**src/rtl/edf_queue_arbiter_pkg.sv**
```systemverilog
// Shared constants and types for the EDF queue arbiter.
// Optional round-robin tie breaking is enabled with EDF_TIE_ROUND_ROBIN_EN.
package edf_pkg;
    localparam int DEFAULT_NUMBER_OF_QUEUES = 4;
    localparam int DEFAULT_REGISTER_SIZE    = 32;
    localparam int ID_WIDTH                 = $clog2(DEFAULT_NUMBER_OF_QUEUES);

    typedef logic [DEFAULT_REGISTER_SIZE-1:0] deadline_t;

    // Remaining-deadline value of a non-periodic queue: least urgent, still eligible.
    localparam deadline_t DEADLINE_DISABLED = '1;
endpackage

```
**src/rtl/edf_queue_arbiter_if.sv**
```systemverilog
// Grant handshake between the EDF arbiter (master) and the queueing domain (slave).
// valid_and_ready is a one-cycle pulse; the queue named by id is popped in that cycle.
interface edf_queue_arbiter_if
    import edf_pkg::*;
#(
    parameter int NUMBER_OF_QUEUES = DEFAULT_NUMBER_OF_QUEUES
) ();
    localparam int ID_W = $clog2(NUMBER_OF_QUEUES);

    logic [NUMBER_OF_QUEUES-1:0] empty;
    logic                        ready;
    logic [ID_W-1:0]             id;
    logic                        valid_and_ready;

    modport master (
        input  empty,
        input  ready,
        output id,
        output valid_and_ready
    );

    modport slave (
        output empty,
        output ready,
        input  id,
        input  valid_and_ready
    );
endinterface

```
**src/rtl/edf_queue_arbiter_deadline_tracker.sv**
```systemverilog
// Per-queue period counter, remaining-deadline register and sticky miss flag.
module edf_deadline_tracker
    import edf_pkg::*;
#(
    parameter int REGISTER_SIZE = DEFAULT_REGISTER_SIZE
) (
    input  logic                     clock,
    input  logic                     reset,
    input  logic [REGISTER_SIZE-1:0] deadline,
    input  logic [REGISTER_SIZE-1:0] period,
    input  logic                     resync,
    input  logic                     empty,
    output logic [REGISTER_SIZE-1:0] remaining,
    output logic                     miss
);
    localparam logic [REGISTER_SIZE-1:0] DISABLED_VALUE = {REGISTER_SIZE{DEADLINE_DISABLED[0]}};
    localparam logic [REGISTER_SIZE-1:0] REG_ONE        = REGISTER_SIZE'(1);

    logic [REGISTER_SIZE-1:0] period_cnt_q, period_cnt_d;
    logic [REGISTER_SIZE-1:0] remaining_q, remaining_d;
    logic                     miss_q, miss_d;
    logic                     disabled;
    logic                     release_now;

    always_comb begin
        disabled     = (period == '0);
        // >= so a period shortened below the current count still wraps promptly
        release_now  = !disabled && (period_cnt_q >= period - REG_ONE);
        remaining    = disabled ? DISABLED_VALUE : remaining_q;
        miss_d       = miss_q | ((remaining == '0) && !empty);
        period_cnt_d = period_cnt_q + REG_ONE;
        remaining_d  = (remaining_q == '0) ? '0 : remaining_q - REG_ONE;
        if (resync) begin
            period_cnt_d = '0;
            remaining_d  = deadline;
        end else if (disabled) begin
            period_cnt_d = '0;
            remaining_d  = DISABLED_VALUE;
        end else if (release_now) begin
            period_cnt_d = '0;
            remaining_d  = deadline;
        end
    end

    always_ff @(posedge clock) begin
        if (reset) begin
            period_cnt_q <= '0;
            remaining_q  <= deadline;
            miss_q       <= 1'b0;
        end else begin
            period_cnt_q <= period_cnt_d;
            remaining_q  <= remaining_d;
            miss_q       <= miss_d;
        end
    end

    assign miss = miss_q;
endmodule

```
**src/rtl/edf_queue_arbiter.sv**
```systemverilog
// Earliest-Deadline-First arbiter: grants the non-empty queue with the smallest remaining deadline.
// Ties go to the lowest index, or round-robin when EDF_TIE_ROUND_ROBIN_EN is defined.
module edf_queue_arbiter
    import edf_pkg::*;
#(
    parameter int NUMBER_OF_QUEUES = DEFAULT_NUMBER_OF_QUEUES,
    parameter int REGISTER_SIZE    = $bits(deadline_t)
) (
    input  logic                                          clock,
    input  logic                                          reset,
    input  logic [NUMBER_OF_QUEUES-1:0][REGISTER_SIZE-1:0] deadlines,
    input  logic [NUMBER_OF_QUEUES-1:0][REGISTER_SIZE-1:0] periods,
    input  logic [REGISTER_SIZE-1:0]                      counter_reset,
    edf_queue_arbiter_if.master                           bus,
    output logic [NUMBER_OF_QUEUES-1:0]                   deadline_miss
);
    localparam int                       ID_W    = $clog2(NUMBER_OF_QUEUES);
    localparam logic [REGISTER_SIZE-1:0] REG_ONE = REGISTER_SIZE'(1);

    logic [REGISTER_SIZE-1:0] time_q, time_d;
    logic                     resync;
    logic [REGISTER_SIZE-1:0] remaining [NUMBER_OF_QUEUES];

    logic                     win_found;
    logic [ID_W-1:0]          win_id;
    logic [REGISTER_SIZE-1:0] win_rem;
    logic                     grant;
    logic                     valid_q, valid_d;
    logic [ID_W-1:0]          id_q, id_d;

    always_comb begin
        resync = (counter_reset != '0) && (time_q == counter_reset - REG_ONE);
        time_d = resync ? '0 : time_q + REG_ONE;
    end

    for (genvar i = 0; i < NUMBER_OF_QUEUES; i++) begin : g_track
        edf_deadline_tracker #(
            .REGISTER_SIZE(REGISTER_SIZE)
        ) u_track (
            .clock    (clock),
            .reset    (reset),
            .deadline (deadlines[i]),
            .period   (periods[i]),
            .resync   (resync),
            .empty    (bus.empty[i]),
            .remaining(remaining[i]),
            .miss     (deadline_miss[i])
        );
    end

`ifdef EDF_TIE_ROUND_ROBIN_EN
    logic [ID_W-1:0] last_q, last_d;
    int              scan_idx;

    // Scan starts just after the last grant; strict < keeps the first queue met on a tie.
    always_comb begin
        win_found = 1'b0;
        win_id    = '0;
        win_rem   = '1;
        scan_idx  = 0;
        for (int k = 0; k < NUMBER_OF_QUEUES; k++) begin
            scan_idx = int'(last_q) + 1 + k;
            if (scan_idx >= NUMBER_OF_QUEUES) scan_idx = scan_idx - NUMBER_OF_QUEUES;
            if (!bus.empty[scan_idx] && (!win_found || remaining[scan_idx] < win_rem)) begin
                win_found = 1'b1;
                win_id    = ID_W'(scan_idx);
                win_rem   = remaining[scan_idx];
            end
        end
        last_d = grant ? win_id : last_q;
    end

    always_ff @(posedge clock) begin
        if (reset) last_q <= ID_W'(NUMBER_OF_QUEUES - 1);
        else       last_q <= last_d;
    end
`else
    always_comb begin
        win_found = 1'b0;
        win_id    = '0;
        win_rem   = '1;
        for (int i = 0; i < NUMBER_OF_QUEUES; i++) begin
            if (!bus.empty[i] && (!win_found || remaining[i] < win_rem)) begin
                win_found = 1'b1;
                win_id    = ID_W'(i);
                win_rem   = remaining[i];
            end
        end
    end
`endif

    // A pulse in flight blocks arbitration so empty can reflect the pop first.
    always_comb begin
        grant   = bus.ready && win_found && !valid_q;
        valid_d = grant;
        id_d    = grant ? win_id : id_q;
    end

    always_ff @(posedge clock) begin
        if (reset) begin
            time_q  <= '0;
            valid_q <= 1'b0;
            id_q    <= '0;
        end else begin
            time_q  <= time_d;
            valid_q <= valid_d;
            id_q    <= id_d;
        end
    end

    assign bus.valid_and_ready = valid_q;
    assign bus.id              = id_q;
endmodule
```
**src/flat_wrapper.sv**
```systemverilog
// flat-port wrapper written by rule: the top's interface ports become plain ports
module edf_queue_arbiter_flat import edf_pkg::*;
#(
    parameter int NUMBER_OF_QUEUES = DEFAULT_NUMBER_OF_QUEUES,
    parameter int REGISTER_SIZE    = $bits(deadline_t)
)
  (clock, reset, deadlines, periods, counter_reset, deadline_miss, bus_empty, bus_ready, bus_id, bus_valid_and_ready);
  edf_queue_arbiter_if #(.NUMBER_OF_QUEUES(NUMBER_OF_QUEUES)) bus_i ();
  input  logic clock;
  input  logic reset;
  input  logic [NUMBER_OF_QUEUES-1:0][REGISTER_SIZE-1:0] deadlines;
  input  logic [NUMBER_OF_QUEUES-1:0][REGISTER_SIZE-1:0] periods;
  input  logic [REGISTER_SIZE-1:0] counter_reset;
  output logic [NUMBER_OF_QUEUES-1:0] deadline_miss;
  input wire logic [$bits(bus_i.empty)-1:0] bus_empty;
  input wire logic [$bits(bus_i.ready)-1:0] bus_ready;
  output wire logic [$bits(bus_i.id)-1:0] bus_id;
  output wire logic [$bits(bus_i.valid_and_ready)-1:0] bus_valid_and_ready;
  assign bus_i.empty = bus_empty;
  assign bus_i.ready = bus_ready;
  assign bus_id = bus_i.id;
  assign bus_valid_and_ready = bus_i.valid_and_ready;
  edf_queue_arbiter #(.NUMBER_OF_QUEUES(NUMBER_OF_QUEUES), .REGISTER_SIZE(REGISTER_SIZE)) u_core (.clock(clock), .reset(reset), .deadlines(deadlines), .periods(periods), .counter_reset(counter_reset), .bus(bus_i), .deadline_miss(deadline_miss));
endmodule
```
**config.mk**
```make
export PLATFORM = sky130hd
export DESIGN_NAME = edf_queue_arbiter_flat
export DESIGN_NICKNAME = d
export VERILOG_FILES = /design/src/rtl/edf_queue_arbiter_pkg.sv /design/src/rtl/edf_queue_arbiter_if.sv /design/src/rtl/edf_queue_arbiter_deadline_tracker.sv /design/src/rtl/edf_queue_arbiter.sv /design/src/flat_wrapper.sv
export SDC_FILE = /design/constraint.sdc
export NUM_CORES = 1
export LEC_CHECK = 0
export ABC_AREA = 0
export CORE_UTILIZATION = 35
export CTS_BUF_LIST = sky130_fd_sc_hd__clkbuf_4 sky130_fd_sc_hd__clkbuf_8 sky130_fd_sc_hd__clkbuf_16
export CTS_CLUSTER_SIZE = 16
export DETAILED_ROUTE_END_ITERATION = 8
export GPL_TIMING_DRIVEN = 0
export SETUP_SLACK_MARGIN = 0.02
export SYNTH_ARGS = -nofsm -noshare
export SYNTH_HDL_FRONTEND = slang
export SYNTH_SLANG_ARGS = --single-unit
```
**constraint.sdc**
```tcl
create_clock -name clock -period 8.53 [get_ports clock]
set_clock_uncertainty 0.2 [all_clocks]
set_input_delay 0.853 -clock clock [delete_from_list [all_inputs] [get_ports clock]]
set_output_delay 0.853 -clock clock [all_outputs]
set_load 0.005 [all_outputs]
```
==> results of run 1 <==
synthesized netlist by cell type (5+ instances only):
| cell type | instances | area (um^2) |
|---|---|---|
| xor2_1 | 174 | 1520 |
| o21a_1 | 14 | 105 |
| inv_1 | 78 | 293 |
| o211ai_1 | 15 | 113 |
| xnor2_1 | 217 | 1900 |
| o21ai_0 | 86 | 430 |
| nand2b_1 | 95 | 594 |
| and2_1 | 14 | 87.6 |
| ha_1 | 237 | 2970 |
| a31oi_1 | 11 | 68.8 |
| o31ai_1 | 14 | 105 |
| nor2_1 | 492 | 1850 |
| o311ai_0 | 5 | 43.8 |
| nand4_1 | 60 | 375 |
| a21oi_1 | 108 | 541 |
| and3_1 | 31 | 194 |
| and4_1 | 18 | 158 |
| nand3_1 | 108 | 541 |
| nor3b_1 | 5 | 37.5 |
| clkbuf_1 | 62 | 233 |
| mux2_4 | 13 | 195 |
| nand2_1 | 160 | 601 |
| buf_4 | 6 | 45.0 |
| or2_2 | 12 | 75.1 |
| o22a_1 | 103 | 902 |
| nor2b_1 | 14 | 87.6 |
| mux2i_1 | 5 | 50.1 |
| a211o_1 | 5 | 43.8 |
| mux2_2 | 45 | 507 |
| nor4_1 | 68 | 425 |
| or4_1 | 31 | 233 |
| dfxtp_1 | 295 | 5910 |
| nand3b_1 | 13 | 97.6 |
| or3_1 | 38 | 238 |
| a211oi_1 | 16 | 120 |
| buf_2 | 30 | 150 |
| a21o_1 | 59 | 443 |
| nor3_1 | 129 | 646 |
area by class of cell:
type,count,area [um^2]
Antenna cell,3,7.51
Buffer,102,629
Clock buffer,47,1070
Clock inverter,22,254
Fill cell,6700,36200
Inverter,78,293
Multi-Input combinational cell,2489,17600
Sequential cell,295,5910
Tap cell,864,1080
Timing Repair Buffer,338,3320
flip-flops by register name (all words and copies together), names as in the netlist:
signal and flops:
u_core.bus.id 2, u_core.g_track.u_track.remaining_q 128, u_core.g_track.u_track.miss 4, u_core.time_q 32, u_core.bus.valid_and_ready 1, u_core.g_track.u_track.period_cnt_q 128
worst paths after layout:
kind	start	end	slack [ns]	cells past startpoint
min	u_core.g_track[3].u_track.period_cnt_q[0]	u_core.g_track[3].u_track.period_cnt_q[0]	0.29	1
max	periods[47]	u_core.bus.id[1]	0.04	40
min reg2reg	u_core.g_track[3].u_track.period_cnt_q[0]	u_core.g_track[3].u_track.period_cnt_q[0]	0.29	1
max reg2reg	u_core.g_track[1].u_track.remaining_q[28]	u_core.bus.id[1]	1.59	32
power by group:
| group | switching (mW) | internal (mW) |
|---|---|---|
| Combinational | 0.517 | 0.551 |
| Clock | 0.662 | 1.04 |
| Sequential | 0.101 | 1.45 |
| Total | 1.28 | 3.05 |
layer usage:
metal	up-vias	track usage, %	part of all wire, %
met3	95	2.88	4.5
li1	11356	-	-
met4	10	5.36	2.1
met1	10201	27.9	47
met5	-	0	0.091
met2	447	34.0	46
kinds of logic after synthesis:
| logic type | synth area share [%] |
|---|---|
| fa+ha+maj | 12.5 |
| buf+inv | 3.26 |
| simple gates | 27.6 |
| xor+xnor | 14.5 |
| flops | 25.0 |
| mux | 3.22 |
| compound gates | 14.0 |
what timing repair did:
action                     4_1_cts  5_1_grt
resized for setup               87       87
setup endpoints to repair        2        2
cloned                           1        0
buffers inserted                32        8
pin swaps                       44       46
hold endpoints to repair         0        0
==> impl_metrics.py, run 1 <==
metrics = {
    "outcome": {
        "status": "finished, final reports clean",
    },
    "placed_design": {
        "place_hpwl_um": 57200,
        "dpl.cell_count": 4128,
        "placed_area_um2": 27900,
        "place_congestion": 0.889,
        "port_buffers": 297,
        "dp_worst_setup_slack_ns": -1.94,
    },
    "timing": {
        "final_hold_viol_count": 0,
        "tightest_slew_ns": 1.00,
        "setup_violations": 0,
        "period_needed_ns": 8.49,
        "finalCritPeriodShare_pct": 99.5,
        "final_max_slew_viol_count": 0,
        "relSlewSlack_pct": 33.2,
        "hold_ws_ns": 0.291,
        "final.setup.worst_slack_ns": 0.0407,
        "fmax_mhz": 118,
        "tns_ns": 0,
        "rsz0062_at_grt": "yes",
    },
    "drt": {
        "wl_per_cell_um": 16.9,
        "drc": 0,
        "via_per_inst": 5.22,
        "ant_nets": 0,
        "vias": 22109,
        "drt_iter0_drc": 1213,
        "dr.pass1.iters": 5,
        "wl_um": 71800,
    },
    "finish": {
        "design_area_um2": 30200,
        "finalNetCount": 3874,
        "final_cell_mix": "488 x nor2_1, 295 x dfxtp_1, 278 x clkdlybuf4s50_1, 221 x ha_1, 217 x xnor2_1",
        "final_common_cell": "nor2_1",
        "postLayoutCoreUtil_pct": 45.5,
        "fin_cells": 4238,
        "area_growth_pct": 27.4,
        "drive_gt1_share_pct": 10.2,
    },
    "floorplanning": {
        "fp.dieH_um": 262,
        "fp.dieArea_um2": 68700,
        "floorplan.initialDensity_pct": 35.7,
        "num_rows": 94,
        "coreArea_um2": 66300,
        "ios": 302,
        "chipWidth_um": 262,
    },
    "critical_path": {
        "crit_fanout": 7,
        "cp-end-kind": "register",
        "critical_path_class": "in2reg",
        "slowest_stage": "or4_4",
        "cp.arrival_ns": 8.77,
        "critPathLaunchType": "primary input",
        "path_buf_inv": 7,
        "path_delay_family": "simple AND/OR/NAND/NOR gates",
        "worst_path_largest_cell_delay_ns": 0.57,
        "worstPathRequired_ns": 8.81,
    },
    "cts": {
        "clock_latency_ns": 0.56,
        "tritoncts": "built",
        "clock-root-buffer": "clkbuf_16",
        "htreeDepth": 2,
        "cts_sinks": 295,
        "path_clk_slew_ns": 0.06,
        "cts_buffer_depth": 3,
        "holdBufCountCts": 0,
        "cts_made_buffers": 38,
    },
    "global_route": {
        "grt_usage_pct": 20.6,
        "gr-total-overflow": 0,
        "grt_pass1_wl_um": 113000,
        "grt_antenna_before_repair": 8,
        "grt_max_degree": 14,
        "grt_pass1_vias": 21312,
    },
    "synth": {
        "syn_inst": 2967,
        "synth-async-reset-ratio_pct": 0,
        "ys.flop_type": "dfxtp_1",
        "syn_nets": 3499,
        "ys_ff_latch": 295,
        "avgSynthCellArea_um2": 7.98,
        "synth-edff-count": 0,
        "yosysWarnings": 0,
        "netlist_area_um2": 23700,
        "yosys.cell_types.count": 84,
        "seq_area_frac_synth_pct": 25.0,
    },
    "power_and_ir_drop": {
        "power.density_nw_per_um2": 143,
        "max-vdd-ir-drop_v": 0.000109,
        "power.leakage_nw": 11.7,
        "power.total_mw": 4.33,
    },
    "run": {
        "maxCapViolCount": 0,
    },
    "hold_path": {
        "min_path_type": "reg2reg",
    },
}
No activity file was read; power rests on OpenSTA's default activity.
==> inputs of run 2 (changes only) <==
--- a/config.mk
+++ b/config.mk
@@ -6,6 +6,7 @@
 export NUM_CORES = 1
 export LEC_CHECK = 0
 export ABC_AREA = 0
+export CAP_MARGIN = 20
 export CORE_UTILIZATION = 35
 export CTS_BUF_LIST = sky130_fd_sc_hd__clkbuf_4 sky130_fd_sc_hd__clkbuf_8 sky130_fd_sc_hd__clkbuf_16
 export CTS_CLUSTER_SIZE = 16
==> constraint.sdc (replaced) <==
create_clock -name clock -period 8.53 [get_ports clock]
set_clock_uncertainty 0.2 [all_clocks]
set_input_delay 0.853 -clock clock [delete_from_list [all_inputs] [get_ports clock]]
set_output_delay 0.853 -clock clock [all_outputs]
set_load 0.05 [all_outputs]
==> results of run 2 <==
Same layout as run 1 (identical final DEF). Status: finished, final reports clean.
==> inputs of run 3 (changes only) <==
--- a/config.mk
+++ b/config.mk
@@ -7,11 +7,14 @@
 export LEC_CHECK = 0
 export ABC_AREA = 0
 export CAP_MARGIN = 20
-export CORE_UTILIZATION = 35
+export CELL_PAD_IN_SITES_DETAIL_PLACEMENT = 1
+export CELL_PAD_IN_SITES_GLOBAL_PLACEMENT = 2
+export CORE_UTILIZATION = 30
 export CTS_BUF_LIST = sky130_fd_sc_hd__clkbuf_4 sky130_fd_sc_hd__clkbuf_8 sky130_fd_sc_hd__clkbuf_16
 export CTS_CLUSTER_SIZE = 16
 export DETAILED_ROUTE_END_ITERATION = 8
 export GPL_TIMING_DRIVEN = 0
+export PLACE_DENSITY_LB_ADDON = 0.1
 export SETUP_SLACK_MARGIN = 0.02
 export SYNTH_ARGS = -nofsm -noshare
 export SYNTH_HDL_FRONTEND = slang
==> run 3 against run 2 <==
Register-to-register slack worse by 0.19 ns. Power is 2.4% higher. Highest routed layer unchanged. The run now ends with negative setup slack left. Wire length is 21% higher. Worst setup slack worse by 0.042 ns. Clock power is 4% higher.
==> impl_metrics.py, run 3 (synthesized netlist as in run 1, its figures left out) <==
metrics = {
    "outcome": {
        "violations": "negative setup slack",
        "status": "finished with violations",
    },
    "timing": {
        "hold_ws_ns": 0.276,
        "period_needed_ns": 8.53,
        "setup_violations": 1,
        "relSlewSlack_pct": 31.3,
        "final_max_slew_viol_count": 0,
        "tightest_slew_ns": 1.02,
        "fmax_mhz": 117,
        "finalCritPeriodShare_pct": 100,
        "final.setup.worst_slack_ns": -0.00115,
        "final_hold_viol_count": 0,
        "rsz0062_at_grt": "yes",
    },
    "run": {
        "maxCapViolCount": 0,
    },
    "drt": {
        "wl_per_cell_um": 19.6,
        "dr.pass1.iters": 5,
        "via_per_inst": 5.19,
        "wl_um": 86900,
        "drt_iter0_drc": 834,
        "drc": 0,
        "vias": 23046,
        "ant_nets": 0,
    },
    "hold_path": {
        "min_path_type": "reg2reg",
    },
    "critical_path": {
        "critPathLaunchType": "primary input",
        "cp-end-kind": "register",
        "worst_path_largest_cell_delay_ns": 0.54,
        "cp.arrival_ns": 8.82,
        "slowest_stage": "or4_4",
        "crit_fanout": 8,
        "critical_path_class": "in2reg",
        "worstPathRequired_ns": 8.82,
    },
    "placed_design": {
        "dp_worst_setup_slack_ns": -2.19,
        "place_congestion": 0.866,
        "port_buffers": 297,
        "place_hpwl_um": 70800,
    },
    "cts": {
        "clock_latency_ns": 0.56,
        "htreeDepth": 2,
        "cts_made_buffers": 40,
        "path_clk_slew_ns": 0.06,
        "tritoncts": "built",
        "cts_sinks": 295,
        "clock-root-buffer": "clkbuf_16",
        "cts_buffer_depth": 3,
    },
    "floorplanning": {
        "ios": 302,
        "coreArea_um2": 77700,
        "num_rows": 102,
        "fp.dieArea_um2": 80000,
        "floorplan.initialDensity_pct": 30.5,
        "fp.dieH_um": 283,
        "chipWidth_um": 283,
    },
    "power_and_ir_drop": {
        "pwr-share-seq_pct": 35.1,
        "internal_power_mw": 3.10,
        "max-vdd-ir-drop_v": 0.000121,
        "power.leakage_nw": 11.9,
        "p_sw_mw": 1.34,
        "combPwrFrac_pct": 25.0,
        "power.share.clock_pct": 40.0,
        "power.density_nw_per_um2": 145,
        "netSwitchingFraction_pct": 30.1,
        "power.total_mw": 4.44,
    },
    "global_route": {
        "grt_usage_pct": 21.4,
        "grt_max_degree": 12,
        "grt_antenna_before_repair": 9,
        "grt_pass1_wl_um": 136000,
        "gr-total-overflow": 0,
        "grt_pass1_vias": 24895,
    },
    "finish": {
        "finalNetCount": 3902,
        "area_growth_pct": 29.6,
        "drive_gt1_share_pct": 11.3,
        "final_common_cell": "nor2_1",
        "reg.largest.list": "u_core.g_track.u_track.period_cnt_q: 128 flops, u_core.g_track.u_track.remaining_q: 128 flops, u_core.time_q: 32 flops",
        "postLayoutCoreUtil_pct": 39.5,
        "final_cell_mix": "476 x nor2_1, 295 x dfxtp_1, 253 x clkdlybuf4s50_1, 224 x ha_1, 217 x xnor2_1",
    },
}
==> run 3: per-stage QoR <==
step	setup TNS, ns	cells	area (um^2)
global route	-0.427	4441	30700
detailed placement	-4.34	4305	28100
CTS	0	4425	30300
floorplan	0	2967	23800
finish	-0.00115	4441	30700
global placement	-4.34	4304	28100
==> run 3: timing repair <==
item | 4_1_cts | 5_1_grt
gates resized for setup | 171 | 59
pin swaps | 63 | 45
hold buffers | 0 | 0
setup endpoints to repair | 2 | 2
setup buffers | 47 | 14
gates cloned | 4 | 1
endpoints found under the hold margin | 0 | 0
==> run 3: layout make-up <==
cell class,count,area [um^2]
timing repair buffer,364,3480
sequential,295,5910
tap,1040,1300
inverter,78,293
buffer,102,663
clock inverter,12,149
multi-input combinational,2489,17600
fill,9194,47100
antenna,2,5.00
clock buffer,59,1240
==> run 3: worst max-delay path: cells and delay by family <==
| kind | cells | cell delay [ns] |
|---|---|---|
| compound gates | 16 | 2.88 |
| fa+ha+maj | 3 | 0.61 |
| buf+inv | 8 | 1.01 |
| mux | 1 | 0.33 |
| simple gates | 13 | 3.08 |
==> run 3: power groups by stage <==
stage                     Combinational (mW)  Clock [mW]  Sequential (mW)
after floorplan                        0.618           0             1.55
after global placement                 0.979           0             1.58
after detailed placement                1.02           0             1.58
after CTS                               1.08        1.83             1.55
after global routing                    1.22        1.89             1.57
final                                   1.11        1.77             1.56
==> run 3: final timing paths <==
kind,slack [ns],cells past startpoint,end,from
max,-0.001,41,u_core.bus.id[1],periods[50]
min,0.28,1,u_core.g_track[3].u_track.period_cnt_q[0],u_core.g_track[3].u_track.period_cnt_q[0]
max reg2reg,1.40,34,u_core.bus.id[1],u_core.g_track[0].u_track.remaining_q[15]
min reg2reg,0.28,1,u_core.g_track[3].u_track.period_cnt_q[0],u_core.g_track[3].u_track.period_cnt_q[0]
==> run 3: per-layer routing <==
metal / up-vias / track usage, % / part of all wire (%)
met5: - / 0 / 0.074
met4: 10 / 5.24 / 2.1
met3: 107 / 2.30 / 2.7
met2: 290 / 38.8 / 49
met1: 11217 / 26.8 / 46
li1: 11422 / - / -
